File: src/rtl/bus_target.sv
// Wait-state bus responder for the 65C02: one 256-byte page, 240-byte RAM + register window.
// Define BUS_TARGET_TIMER_EN to add the interval timer (CTRL/RELOAD/COUNT/STATUS) that drives IRQ.
module bus_target #(
    parameter logic [7:0]  BASE = 8'hD0,
    parameter int unsigned WAIT = 1
) (
    input  logic        clk,
    input  logic        RST,
    input  logic [15:0] AD,
    input  logic [7:0]  WD,
    input  logic        WE,
    output logic [7:0]  RD,
    output logic        SEL,
    output logic        RDY,
    output logic        IRQ
);
    localparam logic [2:0] WAIT_C   = 3'(WAIT);
    localparam logic [7:0] REG_BASE = 8'hF0;

    typedef enum logic {IDLE, STALL} state_t;

    state_t     state, state_nxt;
    logic [2:0] cnt, cnt_nxt;
    logic       hit, commit;
    logic [7:0] off, reg_data, rdata;
    logic [7:0] ram [0:239];

    assign hit = (AD[15:8] == BASE);
    assign off = AD[7:0];

    always_ff @(posedge clk or negedge RST) begin
        if (!RST) begin
            state <= IDLE;
            cnt   <= 3'd0;
        end else begin
            state <= state_nxt;
            cnt   <= cnt_nxt;
        end
    end

    // A dropped hit while stalled aborts the access; the next hit starts a full stall again.
    always_comb begin
        state_nxt = state;
        cnt_nxt   = cnt;
        RDY       = 1'b1;
        commit    = 1'b0;
        case (state)
            IDLE: begin
                if (hit) begin
                    if (WAIT_C == 3'd0) begin
                        commit = 1'b1;
                    end else begin
                        RDY       = 1'b0;
                        state_nxt = STALL;
                        cnt_nxt   = 3'd1;
                    end
                end
            end
            STALL: begin
                if (!hit) begin
                    state_nxt = IDLE;
                    cnt_nxt   = 3'd0;
                end else if (cnt == WAIT_C) begin
                    commit    = 1'b1;
                    state_nxt = IDLE;
                    cnt_nxt   = 3'd0;
                end else begin
                    RDY     = 1'b0;
                    cnt_nxt = cnt + 3'd1;
                end
            end
            default: begin
                state_nxt = IDLE;
                cnt_nxt   = 3'd0;
            end
        endcase
    end

    always_ff @(posedge clk) begin
        if (commit && WE && (off < REG_BASE))
            ram[off] <= WD;
    end

`ifdef BUS_TARGET_TIMER_EN
    logic       en, ie, flag, irq_q, expire;
    logic       wr_ctrl, wr_reload, clr_flag;
    logic [7:0] reload, count;

    assign wr_ctrl   = commit && WE && (off == 8'hF0);
    assign wr_reload = commit && WE && (off == 8'hF1);
    assign clr_flag  = commit && WE && (off == 8'hF3) && WD[0];
    assign expire    = en && (count == 8'd0);

    always_ff @(posedge clk or negedge RST) begin
        if (!RST) begin
            en     <= 1'b0;
            ie     <= 1'b0;
            flag   <= 1'b0;
            irq_q  <= 1'b0;
            reload <= 8'h00;
            count  <= 8'h00;
        end else begin
            if (wr_ctrl) begin
                en <= WD[0];
                ie <= WD[1];
            end
            if (wr_reload)
                reload <= WD;
            // RELOAD is only sampled on enable and on expiry, so a running write waits for the next wrap.
            if (wr_ctrl && WD[0] && !en)
                count <= reload;
            else if (expire)
                count <= reload;
            else if (en)
                count <= count - 8'd1;
            flag  <= expire | (flag & ~clr_flag);
            irq_q <= flag & ie;
        end
    end

    always_comb begin
        reg_data = 8'h00;
        case (off)
            8'hF0:   reg_data = {6'b0, ie, en};
            8'hF1:   reg_data = reload;
            8'hF2:   reg_data = count;
            8'hF3:   reg_data = {7'b0, flag};
            default: reg_data = 8'h00;
        endcase
    end

    assign IRQ = irq_q;
`else
    assign reg_data = 8'h00;
    assign IRQ      = 1'b0;
`endif

    always_comb begin
        rdata = reg_data;
        if (off < REG_BASE)
            rdata = ram[off];
    end

    always_ff @(posedge clk or negedge RST) begin
        if (!RST) begin
            RD  <= 8'h00;
            SEL <= 1'b0;
        end else begin
            SEL <= commit && !WE;
            if (commit && !WE)
                RD <= rdata;
        end
    end

endmodule

File: config.mk
export PLATFORM = sky130hd
export DESIGN_NAME = bus_target
export DESIGN_NICKNAME = d
export VERILOG_FILES = /design/src/rtl/bus_target.sv
export SDC_FILE = /design/constraint.sdc
export NUM_CORES = 2
export LEC_CHECK = 0
export CORE_MARGIN = 2
export CORE_UTILIZATION = 50
export DETAILED_ROUTE_END_ITERATION = 7
export HOLD_SLACK_MARGIN = 0.05
export PLACE_DENSITY = 0.62
export SLEW_MARGIN = 20
export SYNTH_ARGS = -nofsm -noshare
export SYNTH_HDL_FRONTEND = slang
export SYNTH_SLANG_ARGS = --single-unit
File: constraint.sdc
create_clock -name clk -period 5.4 [get_ports clk]
set_input_delay 0.81 -clock clk [delete_from_list [all_inputs] [get_ports clk]]
set_output_delay 0.81 -clock clk [all_outputs]
set_load 0.01 [all_outputs]
==> impl_results.md <==
- Number of flops mapped to enable cells by yosys: 1,920
- Lkg Pwr: 27.0 nW
- Ys Warns: 0
- Synthesis-stage register bit count: 1,933
- Via count: 38,300
- R2r setup slk: 1640 ps
- Clock root cell: clkbuf_16
- CP cell instances: clkdlybuf4s50_1, nor4_1, and2_1, nand3_1, nor3b_1, buf_4, nand2_1, nor2_1
- Fillcell total: 11,100
- Synth cell count leaders: edfxtp_1 (1,920), mux4_2 (413), nor2_1 (302)
- Data required, critical path: 5820 ps
- Max-slew violation count: 0
- Worst rel slew slack: 20.1%
- Starting Density: 50.3%
- Yosys top cell area share: 76.5%
- Syn nets: 3,690
- Sequential power share: 52.8%
- Post-route antenna net violation count: 0
- Final hold vios: 0
- Critical path type: input port to register
- Clock slew at reported path FFs: 60 ps
- Async S/R FF share, synth: 0.673%
- Post-synth top area cell: edfxtp_1
- Pre-antenna DRT Iters: 5
- Reg-to-Reg Start: state
- DR DRC count: 0
- Drt wl/cell: 32.2 µm
- Overflow after GRT: 0
- Power share of the clock group: 42.5%
- CTS resizes: 0
- Worst setup EP type: register
- Row Count: 142
- Period Utilization, post-route: 72.8%
- PortBufs: 36
- Critical path's largest stage delay: 810 ps
- First DRT Iteration DRCs: 4,886
- Worst-Margin Slew: 1190 ps
- Peak VDD IR: 0.286 mV
- Post-CTS Hold Fix Bufs: 0
- Nets: 3,952
- CTS tree: yes
- First-pass GRT wire length: 282,000 µm
- Int Power: 24.6 mW
- Die Area: 0.154 mm²
- Initial antenna violation count: 3
- Vias in the first global route: 37,800
- Core box area: 0.150 mm²
- Reg2reg path depth: 6
- Ratio of cells with drive above 1 in the final layout: 23.8%
- Global router's overall resource usage: 26.0%
- Gate power share: 4.7%
- CP top delay family: simple AND/OR/NAND/NOR gates
- Net switching power figure: 6.59 mW
- Slowest stage cell, crit path: nor2_1
- Sink Count: 1,933
- FF-to-FF End: ram[108][7]
- Synth Instances: 3,663
- Final setup margin: 1470 ps
- Die Y-Extent: 392 µm
- H-Tree Depth: 4
- Final WL: 197,000 µm
- Die Wd: 392 µm
- Synth area leaders: edfxtp_1 (77%), mux4_2 (12%), mux2i_1 (2.1%)
- Maximum fanout along the worst path: 16
- Setup_tns: 0 ps
- FMAX: 254 MHz
- RSZ-0062 raised after global routing: false
- Yosys cell types: 64
- Sw frac: 21.1%
- Post-place setup slack: 746 ps
- Largest net degree at the start of global routing: 132
- Worst hold path type: input port to async pin
- Crit path buffers/inverters: 2
- Post-CTS Repair Setup Buffers: 0
- CTS Buf Count: 189
- CP Launch Type: input port
- Power Dens Cells: 366 mW/mm²
- Most common cell in the synthesized netlist: edfxtp_1
- Average size of a mapped cell: 20.6 µm²
- Clock latency on the worst-skew pair: 820 ps
- Max-Cap Viols: 0
- Placer Congestion: 0.911
- Post-DP HPWL: 121,000 µm
- Arrival time worst endpoint: 4350 ps
- Io pins: 38
- Most used DFF post-synth: edfxtp_1
- Post-synthesis cell area: 0.0753 mm²
- Area Growth Syn to Fin: 13.4%
- Final setup viols: 0
- Sequential fraction of the synthesis area: 77.0%
- Via/cell ratio: 6.28
- Clock Skews: 39.2 ps
- Run status: completed
- Clk buf depth: 3
- Crit path time final: 3930 ps
logic make-up after synthesis:
group	synth area share, %
AND/OR/NAND/NOR	3.58
flip-flops	77.0
XOR/XNOR	0.0116
buffers and inverters	1.74
AO/OA/AOI/OAI	2.82
other	0.00498
multiplexers	14.9
power by group through the flow:
stage / clock, mW / combinational [mW] / sequential (mW)
global route: 14.0 / 1.52 / 16.5
CTS: 13.4 / 1.46 / 16.5
finish: 13.3 / 1.45 / 16.5
detailed placement: 0 / 1.46 / 16.8
global placement: 0 / 1.45 / 16.8
floorplan: 0 / 0.751 / 16.8
final cells by class:
class	instances	area (µm²)	share of cell area [%]
clock inverters	119	1220	1.43
repair buffers	287	2530	2.96
clock buffers	230	5010	5.87
flip-flops and latches	1933	58000	67.9
diodes	5	12.5	0.0147
well taps	2016	2520	2.95
inverters	4	17.5	0.0205
multi-input cells	1510	16100	18.8
cells in the final DEF (no fill, tap or decap), types with 22 or more instances in the layout:
cell type	instances
o21ai_0	34
bufinv_16	22
mux2i_1	159
a22oi_1	102
o22ai_1	32
mux4_2	413
buf_4	231
nand3_1	56
edfxtp_1	1920
clkbuf_1	35
nor2_1	300
clkinv_1	43
clkinv_2	41
clkdlybuf4s50_1	23
nand2_1	165
clkbuf_16	195
stage by stage:
stage | cell area [µm²] | util (%) | cells | hold WS [ps] | power [mW]
final | 85400 | 57.0 | 6104 | 487 | 31.2
after global routing | 85400 | 57.0 | 6099 | 482 | 32.0
after CTS | 85400 | 57.0 | 6099 | 428 | 31.4
after detailed placement | 79100 | 52.8 | 5750 | 558 | 18.3
after global placement | 79100 | 52.8 | 5748 | 541 | 18.3
after floorplan | 75300 | - | 3663 | 514 | 17.6
per-layer routing:
| layer | track usage [%] | wire, µm | vias to the layer above |
|---|---|---|---|
| li1 | - | - | 15700 |
| met1 | 37.7 | 80800 | 20300 |
| met2 | 39.6 | 91900 | 1945 |
| met3 | 5.31 | 17200 | 335 |
| met4 | 9.06 | 6620 | 0 |
| met5 | 0 | 0 | - |
flip-flops by register name (all words and copies together) (netlist names):
signal	count
cnt	3
SEL	1
state	1
ram	1920
RD	8
worst max path at each step:
| stage | from | end | slack, ps | depth (start not counted) |
|---|---|---|---|---|
| 3_5_place_dp | AD[11] | ram[27][6] | 750 | 7 |
| 5_1_grt | AD[11] | ram[99][1] | 1350 | 8 |
| 2_1_floorplan | AD[1] | ram[202][0] | 2250 | 10 |
| 3_3_place_gp | AD[6] | RD[2] | 600 | 8 |
| 4_1_cts | state | ram[16][2] | 1520 | 5 |
| 6_report | AD[11] | ram[108][7] | 1470 | 8 |
No activity file was read; power rests on OpenSTA's default activity.
